--- src/rtl/ceespu_pkg.sv ---
// ceespu_pkg: shared definitions for the ceespu multiply/divide unit.
//   - MD_* : I_op encodings of ceespu_muldiv
//   - md_state_e : sequencing FSM states
//   - is_div_op() / is_rem_op() / is_signed_div() : op decode helpers
package ceespu_pkg;

  localparam logic [2:0] MD_MUL   = 3'd0;
  localparam logic [2:0] MD_MULH  = 3'd1;
  localparam logic [2:0] MD_MULHU = 3'd2;
  localparam logic [2:0] MD_DIV   = 3'd3;
  localparam logic [2:0] MD_DIVU  = 3'd4;
  localparam logic [2:0] MD_REM   = 3'd5;
  localparam logic [2:0] MD_REMU  = 3'd6;

  typedef enum logic [1:0] {
    StIdle,
    StMul,
    StDiv,
    StDone
  } md_state_e;

  function automatic logic is_div_op(input logic [2:0] op);
    return (op == MD_DIV) || (op == MD_DIVU) || (op == MD_REM) || (op == MD_REMU);
  endfunction

  function automatic logic is_rem_op(input logic [2:0] op);
    return (op == MD_REM) || (op == MD_REMU);
  endfunction

  function automatic logic is_signed_div(input logic [2:0] op);
    return (op == MD_DIV) || (op == MD_REM);
  endfunction

endpackage

--- src/rtl/ceespu_divider.sv ---
// ceespu_divider: radix-2 restoring divider on unsigned magnitudes, one quotient bit per cycle.
//   I_clk, I_rst     : clock, synchronous active-high reset
//   I_start          : load operands and begin (WIDTH iterations follow)
//   I_dividend       : dividend magnitude
//   I_divisor        : divisor magnitude
//   O_done           : one-cycle pulse after the last iteration
//   O_quotient       : quotient magnitude, valid with O_done
//   O_remainder      : remainder magnitude, valid with O_done
module ceespu_divider #(
  parameter int unsigned WIDTH = 32
) (
  input  logic             I_clk,
  input  logic             I_rst,
  input  logic             I_start,
  input  logic [WIDTH-1:0] I_dividend,
  input  logic [WIDTH-1:0] I_divisor,
  output logic             O_done,
  output logic [WIDTH-1:0] O_quotient,
  output logic [WIDTH-1:0] O_remainder
);

  localparam int unsigned CntW = $clog2(WIDTH);

  logic [CntW-1:0]  cnt_q;
  logic             active_q;
  logic             done_q;
  logic [WIDTH-1:0] quo_q;
  logic [WIDTH-1:0] rem_q;
  logic [WIDTH-1:0] dvs_q;
  logic [WIDTH:0]   shifted;
  logic [WIDTH:0]   diff;

  // Partial remainder shifted left with the next dividend bit; diff MSB set means it was smaller
  // than the divisor and the subtraction must be discarded.
  assign shifted = {rem_q, quo_q[WIDTH-1]};
  assign diff    = shifted - {1'b0, dvs_q};

  always_ff @(posedge I_clk) begin
    if (I_rst) begin
      cnt_q    <= '0;
      active_q <= 1'b0;
      done_q   <= 1'b0;
      quo_q    <= '0;
      rem_q    <= '0;
      dvs_q    <= '0;
    end else begin
      done_q <= 1'b0;
      if (I_start) begin
        quo_q    <= I_dividend;
        rem_q    <= '0;
        dvs_q    <= I_divisor;
        cnt_q    <= '0;
        active_q <= 1'b1;
      end else if (active_q) begin
        if (!diff[WIDTH]) begin
          rem_q <= diff[WIDTH-1:0];
          quo_q <= {quo_q[WIDTH-2:0], 1'b1};
        end else begin
          rem_q <= shifted[WIDTH-1:0];
          quo_q <= {quo_q[WIDTH-2:0], 1'b0};
        end
        cnt_q <= cnt_q + CntW'(1);
        if (cnt_q == CntW'(WIDTH - 1)) begin
          active_q <= 1'b0;
          done_q   <= 1'b1;
        end
      end
    end
  end

  assign O_done      = done_q;
  assign O_quotient  = quo_q;
  assign O_remainder = rem_q;

endmodule

--- src/rtl/ceespu_muldiv.sv ---
// ceespu_muldiv: multi-cycle multiply/divide unit for the ceespu execute stage.
//   I_clk, I_rst        : clock, synchronous active-high reset
//   I_start             : launch request, accepted when O_busy is low
//   I_op                : operation (MD_* in ceespu_pkg), sampled on the accepting edge
//   I_dataA, I_dataB    : operands / dividend, divisor, sampled on the accepting edge
//   O_busy              : operation in flight
//   O_dataReady         : one-cycle result strobe
//   O_result            : result, held until the next O_dataReady
module ceespu_muldiv
  import ceespu_pkg::*;
#(
  parameter int unsigned WIDTH      = 32,
  parameter int unsigned MUL_STAGES = 3
) (
  input  logic             I_clk,
  input  logic             I_rst,
  input  logic             I_start,
  input  logic [2:0]       I_op,
  input  logic [WIDTH-1:0] I_dataA,
  input  logic [WIDTH-1:0] I_dataB,
  output logic             O_busy,
  output logic             O_dataReady,
  output logic [WIDTH-1:0] O_result
);

  localparam int unsigned MulCntW = (MUL_STAGES > 1) ? $clog2(MUL_STAGES) : 1;

  md_state_e          state_q, state_d;
  logic [MulCntW-1:0] mul_cnt_q, mul_cnt_d;
  logic [WIDTH-1:0]   result_q, result_d;
  logic               accept;

  // Operation context captured on the accepting edge.
  logic [2:0]       op_q;
  logic [WIDTH-1:0] a_q;
  logic             b_zero_q, ovf_q, q_neg_q, r_neg_q;

  assign accept = I_start && ((state_q == StIdle) || (state_q == StDone));

  // ---------------- Multiply ----------------
  // Operands are sign/zero-extended and multiplied modulo 2^(2*WIDTH); this keeps exactly the
  // low and high words of the WIDTH+1-bit extended product, which is all that is ever selected.
  logic             mul_signed;
  logic [2*WIDTH-1:0] mul_a_ext, mul_b_ext, mul_prod, mul_last;
  logic [2:0]       mul_op;
  logic [WIDTH-1:0] mul_result;

  assign mul_signed = (I_op == MD_MULH);
  assign mul_a_ext  = {{WIDTH{mul_signed & I_dataA[WIDTH-1]}}, I_dataA};
  assign mul_b_ext  = {{WIDTH{mul_signed & I_dataB[WIDTH-1]}}, I_dataB};
  assign mul_prod   = mul_a_ext * mul_b_ext;

  // Free-running register chain behind the multiplier; synthesis may retime it into the DSP.
  if (MUL_STAGES == 1) begin : g_mul_comb
    assign mul_last = mul_prod;
    assign mul_op   = I_op;
  end else begin : g_mul_pipe
    logic [2*WIDTH-1:0] pipe_q [MUL_STAGES-1];
    always_ff @(posedge I_clk) begin
      if (I_rst) begin
        for (int i = 0; i < int'(MUL_STAGES) - 1; i++) pipe_q[i] <= '0;
      end else begin
        pipe_q[0] <= mul_prod;
        for (int i = 1; i < int'(MUL_STAGES) - 1; i++) pipe_q[i] <= pipe_q[i-1];
      end
    end
    assign mul_last = pipe_q[MUL_STAGES-2];
    assign mul_op   = op_q;
  end

  assign mul_result = ((mul_op == MD_MULH) || (mul_op == MD_MULHU)) ?
                      mul_last[2*WIDTH-1:WIDTH] : mul_last[WIDTH-1:0];

  // ---------------- Divide ----------------
  // The accepting edge doubles as the setup cycle: magnitudes go straight into the core.
  logic             div_signed, a_neg, b_neg, div_start, div_done;
  logic [WIDTH-1:0] a_mag, b_mag, div_quo, div_rem;
  logic [WIDTH-1:0] fix_quo, fix_rem, div_result;

  assign div_signed = is_signed_div(I_op);
  assign a_neg      = div_signed & I_dataA[WIDTH-1];
  assign b_neg      = div_signed & I_dataB[WIDTH-1];
  assign a_mag      = a_neg ? -I_dataA : I_dataA;
  assign b_mag      = b_neg ? -I_dataB : I_dataB;
  assign div_start  = accept && is_div_op(I_op);

  ceespu_divider #(
    .WIDTH(WIDTH)
  ) u_divider (
    .I_clk      (I_clk),
    .I_rst      (I_rst),
    .I_start    (div_start),
    .I_dividend (a_mag),
    .I_divisor  (b_mag),
    .O_done     (div_done),
    .O_quotient (div_quo),
    .O_remainder(div_rem)
  );

  always_comb begin
    fix_quo = q_neg_q ? -div_quo : div_quo;
    fix_rem = r_neg_q ? -div_rem : div_rem;
    if (b_zero_q) begin
      fix_quo = '1;
      fix_rem = a_q;
    end else if (ovf_q) begin
      fix_quo = a_q;
      fix_rem = '0;
    end
    div_result = is_rem_op(op_q) ? fix_rem : fix_quo;
  end

  // ---------------- Sequencing ----------------
  always_comb begin
    state_d   = state_q;
    mul_cnt_d = mul_cnt_q;
    result_d  = result_q;
    unique case (state_q)
      StIdle, StDone: begin
        state_d = StIdle;
        if (I_start) begin
          if (is_div_op(I_op)) begin
            state_d = StDiv;
          end else if (MUL_STAGES == 1) begin
            state_d  = StDone;
            result_d = mul_result;
          end else begin
            state_d   = StMul;
            mul_cnt_d = '0;
          end
        end
      end
      StMul: begin
        // The accepting edge is the first multiply stage, so StMul lasts MUL_STAGES-1 cycles.
        if (mul_cnt_q == MulCntW'(MUL_STAGES - 2)) begin
          state_d  = StDone;
          result_d = mul_result;
        end else begin
          mul_cnt_d = mul_cnt_q + MulCntW'(1);
        end
      end
      StDiv: begin
        if (div_done) begin
          state_d  = StDone;
          result_d = div_result;
        end
      end
      default: state_d = StIdle;
    endcase
  end

  always_ff @(posedge I_clk) begin
    if (I_rst) begin
      state_q   <= StIdle;
      mul_cnt_q <= '0;
      result_q  <= '0;
      op_q      <= '0;
      a_q       <= '0;
      b_zero_q  <= 1'b0;
      ovf_q     <= 1'b0;
      q_neg_q   <= 1'b0;
      r_neg_q   <= 1'b0;
    end else begin
      state_q   <= state_d;
      mul_cnt_q <= mul_cnt_d;
      result_q  <= result_d;
      if (accept) begin
        op_q     <= I_op;
        a_q      <= I_dataA;
        b_zero_q <= (I_dataB == '0);
        ovf_q    <= div_signed && (I_dataA == {1'b1, {(WIDTH-1){1'b0}}}) && (I_dataB == '1);
        q_neg_q  <= a_neg ^ b_neg;
        r_neg_q  <= a_neg;
      end
    end
  end

  assign O_busy      = (state_q == StMul) || (state_q == StDiv);
  assign O_dataReady = (state_q == StDone);
  assign O_result    = result_q;

endmodule

--- config.mk ---
export PLATFORM = sky130hd
export DESIGN_NAME = ceespu_muldiv
export DESIGN_NICKNAME = d
export VERILOG_FILES = /design/src/rtl/ceespu_pkg.sv /design/src/rtl/ceespu_divider.sv /design/src/rtl/ceespu_muldiv.sv
export SDC_FILE = /design/constraint.sdc
export NUM_CORES = 2
export LEC_CHECK = 0
export CAP_MARGIN = 25
export CORE_ASPECT_RATIO = 0.8
export CORE_MARGIN = 2
export CORE_UTILIZATION = 60
export DETAILED_ROUTE_END_ITERATION = 10
export PLACE_DENSITY = 0.8
export SLEW_MARGIN = 10
export SYNTH_ARGS = -nofsm -noshare
export SYNTH_HDL_FRONTEND = slang
export SYNTH_SLANG_ARGS = --single-unit
--- constraint.sdc ---
create_clock -name I_clk -period 11.1 [get_ports I_clk]
set_input_delay 2.22 -clock I_clk [delete_from_list [all_inputs] [get_ports I_clk]]
set_output_delay 2.22 -clock I_clk [all_outputs]
set_load 0.01 [all_outputs]
==> flow_metrics.py <==
metrics = {
    "global_routing": {
        "grt_resource_usage_total": 0.361,
        "grt_max_degree": 128,
        "first_global_vias": 44700,
        "grt_first_pass_wirelength_um": 254000,
        "antenna_violations_before_repair": 10,
        "grt_overflow_total": 0,
    },
    "sta": {
        "layout_min_cycle_time_ns": 10.54,
        "finalHoldViolations": 0,
        "finalSetupTns_ns": 0,
        "rsz0062_at_grt": "no",
        "drv_slew": 0,
        "worstMarginPinSlew_ns": 1.11,
        "fin_crit_sh": 0.950,
        "worst_slew_margin_rel": 0.261,
        "fin_skew_ns": 0.0264,
        "highest_clock_frequency_the_design_can_meet_mhz": 94.9,
        "timing.final.setup_violations": 0,
    },
    "drt": {
        "drc": 0,
        "detail_route.vias_per_cell": 5.90,
        "first_pass_iters": 8,
        "ant_nets": 0,
        "routed_wire_length_per_instance_um": 22.1,
        "vias": 42800,
        "first_iter_violations": 4777,
        "routed_wirelength_um": 160000,
    },
    "floorplan": {
        "start_util": 0.609,
        "area_enclosed_by_the_die_boundary_um2": 91700,
        "row_count": 97,
        "chipHeight_um": 271,
        "design.core.area_um2": 88000,
        "io-pin-count": 104,
        "die-width_um": 338,
    },
    "yosys": {
        "count_of_flip_flops_with_a_built_in_enable_after_synthesis": 0,
        "synth.yosys.warnings": 0,
        "synth.yosys.seq_area_share": 0.114,
        "dominantRegCellSynth": "dfxtp_1",
        "yosysUniqueCellTypes": 72,
        "post_synth_inst_count": 6109,
        "synth_area_per_cell_um2": 8.77,
        "syn-num-nets": 7560,
        "syn-cell-area_um2": 53600,
        "proportion_of_register_bits_with_asynchronous_set_or_reset_after_synthesis": 0,
        "synth-seq-cells": 306,
    },
    "critical_path": {
        "critical_register_to_register_path_startpoint": "u_divider.O_quotient[31]",
        "critical_path_class": "in2reg",
        "critPathSlowestCell": "fa_1",
        "timing.critical_path.to": "g_mul_pipe.pipe_q[0][63]",
        "timing.rr.end": "u_divider.O_remainder[30]",
        "worst_setup_path_start_kind": "input pin",
        "element_type_at_the_critical_path_end": "flip-flop",
        "critical_path.startpoint": "I_op[2]",
        "timing.critical_path.mode_cell": "fa_1",
        "crit_path_max_cell_delay_ns": 0.61,
        "worst-path-max-fanout": 9,
        "worst-endpoint-required_ns": 11.55,
        "worstPathArrival_ns": 10.99,
        "reg2reg_setup_slack_ns": 6.91,
        "worst-r2r-cell-count": 15,
    },
    "run": {
        "max_cap_violations": 0,
    },
    "finish": {
        "design.final.nets": 7496,
        "layout-area-overhead-vs-synth_pct": 6.95,
        "layout.area.seq_um2": 6130,
        "layout_cell_share_with_drive_strength_beyond_1": 0.0536,
        "fillers": 7092,
        "multi_input_area_um2": 41500,
    },
    "placement": {
        "finalWeightedCongestion": 0.979,
        "port_buffers": 103,
        "detailedPlacementHpwl_um": 126000,
    },
    "clock_tree": {
        "postCtsSetupBuffers": 0,
        "clock_latency_ns": 0.59,
        "cts_resized": 0,
        "htree_levels": 1,
        "cts_tree": "done",
        "tritoncts.num_buffers": 31,
        "clock_tree.root_cell": "clkbuf_16",
        "register_clock_pin_slew_on_the_reported_worst_setup_and_hold_paths_ns": 0.06,
        "clock_path_buffers": 3,
        "cts.hold.buffers_added": 0,
        "sinks_on_clock_net": 306,
    },
    "hold_path": {
        "hold_path.class": "reg2reg",
    },
    "run_status": {
        "status": "finished, final reports clean",
    },
}
==> worst min path at each step <==
stage                             startpoint                        end  slack, ns  depth (start not counted)
floorplan           g_mul_pipe.pipe_q[0][36]  g_mul_pipe.pipe_q[0][100]       0.41                          1
global placement     g_mul_pipe.pipe_q[0][0]   g_mul_pipe.pipe_q[0][64]       0.42                          1
detailed placement  g_mul_pipe.pipe_q[0][60]  g_mul_pipe.pipe_q[0][124]       0.42                          1
CTS                 g_mul_pipe.pipe_q[0][60]  g_mul_pipe.pipe_q[0][124]       0.44                          1
global route        g_mul_pipe.pipe_q[0][10]   g_mul_pipe.pipe_q[0][74]       0.45                          1
finish              g_mul_pipe.pipe_q[0][60]  g_mul_pipe.pipe_q[0][124]       0.44                          1
==> layout by cell type, fill, tap and decap left out, types with 9 or more instances in the layout <==
master / count
a22oi_1: 23
nand4b_1: 9
mux2_2: 27
buf_2: 32
xor2_1: 95
clkdlybuf4s50_1: 70
inv_1: 1192
or4_1: 16
nand2_1: 979
ha_1: 254
a21o_1: 45
o21ai_1: 31
nor3_1: 44
or3_1: 12
nor2b_1: 91
a211oi_1: 80
o21a_1: 18
clkbuf_16: 32
and2_1: 290
nor2_1: 240
a221oi_1: 10
nand4_1: 22
nand3_1: 28
o21bai_1: 16
a31oi_1: 15
nand2b_1: 22
a21oi_1: 200
buf_4: 172
xnor2_1: 125
o31ai_1: 34
buf_12: 18
o21ai_0: 110
o211ai_1: 21
mux2i_1: 59
fa_1: 1126
and3_1: 37
dfxtp_1: 305
o2111ai_1: 18
o41ai_1: 16
==> cell usage after synthesis, types with 28 or more instances <==
master	instances	area share
mux2i_1	59	0.011
a21o_1	45	0.0063
fa_1	1126	0.42
xor2_1	95	0.016
nand3_1	28	0.0026
inv_1	1192	0.084
dfxtp_1	306	0.11
o21ai_0	110	0.010
a211oi_1	80	0.011
o31ai_1	34	0.0048
nand2_1	980	0.069
and2_1	290	0.034
ha_1	255	0.060
buf_1	82	0.0057
and3_1	37	0.0043
o21ai_1	32	0.0030
xnor2_1	126	0.021
nor2b_1	92	0.011
nor3_1	44	0.0041
nor2_1	242	0.017
a21oi_1	200	0.019
clkbuf_1	304	0.021
==> kinds of logic after synthesis <==
kind of cell | count (synthesis) | share of synthesized area
xor gates and xnor gates | 221 | 0.0361
adders and majority gates | 1381 | 0.481
buffers and inverters | 1582 | 0.111
AOI/OAI and AO/OA | 695 | 0.0835
and+or+nand+nor | 1836 | 0.157
muxes | 88 | 0.0171
DFF | 306 | 0.114
==> metal layers <==
layer | vias up | wire length [um] | GRT usage | part of all wire
li1 | 18400 | - | - | -
met1 | 21300 | 62300 | 0.508 | 0.39
met2 | 2665 | 68400 | 0.537 | 0.43
met3 | 441 | 21500 | 0.0936 | 0.13
met4 | 6 | 7930 | 0.138 | 0.049
met5 | - | 137 | 0.00882 | 0.00085
==> critical path, delay by kind of cell <==
family,cells,cell delay (ns)
fa+ha+maj,9,4.23
buf+inv,8,1.40
compound gates,9,2.28
simple gates,4,0.72
xor+xnor,1,0.14
==> registers in the layout, summed over array words and instances, names as in the netlist, 3 cells and up <==
signal,cells
u_divider.cnt_q,5
g_mul_pipe.pipe_q,128
mul_op,3
u_divider.O_remainder,32
a_q,32
O_result,32
u_divider.dvs_q,32
u_divider.O_quotient,32
==> final cells by class <==
cell class                      instances  share of cell area
Antenna cell                            4            0.000175
Clock buffer                           37              0.0145
Clock inverter                         17             0.00520
Inverter                             1192              0.0781
Multi-Input combinational cell       4221               0.725
Sequential cell                       306               0.107
Tap cell                             1188              0.0260
Timing Repair Buffer                  293              0.0441
==> metrics by stage <==
| stage | instances | util | instance area (um2) | hold slack [ns] | setup WS (ns) |
|---|---|---|---|---|---|
| 2_1_floorplan | 6109 | - | 53600 | 0.414 | 0.301 |
| 3_3_place_gp | 7199 | 0.638 | 56100 | 0.417 | 0.297 |
| 6_report | 7258 | 0.651 | 57300 | 0.437 | 0.559 |
| 3_5_place_dp | 7199 | 0.638 | 56100 | 0.422 | 0.0832 |
| 4_1_cts | 7253 | 0.651 | 57200 | 0.436 | 0.648 |
| 5_1_grt | 7257 | 0.651 | 57300 | 0.450 | 0.0381 |
Power is left out: the tool's default activity adds up to more than one toggle a clock period on the data nets, which glitch-free logic cannot reach.
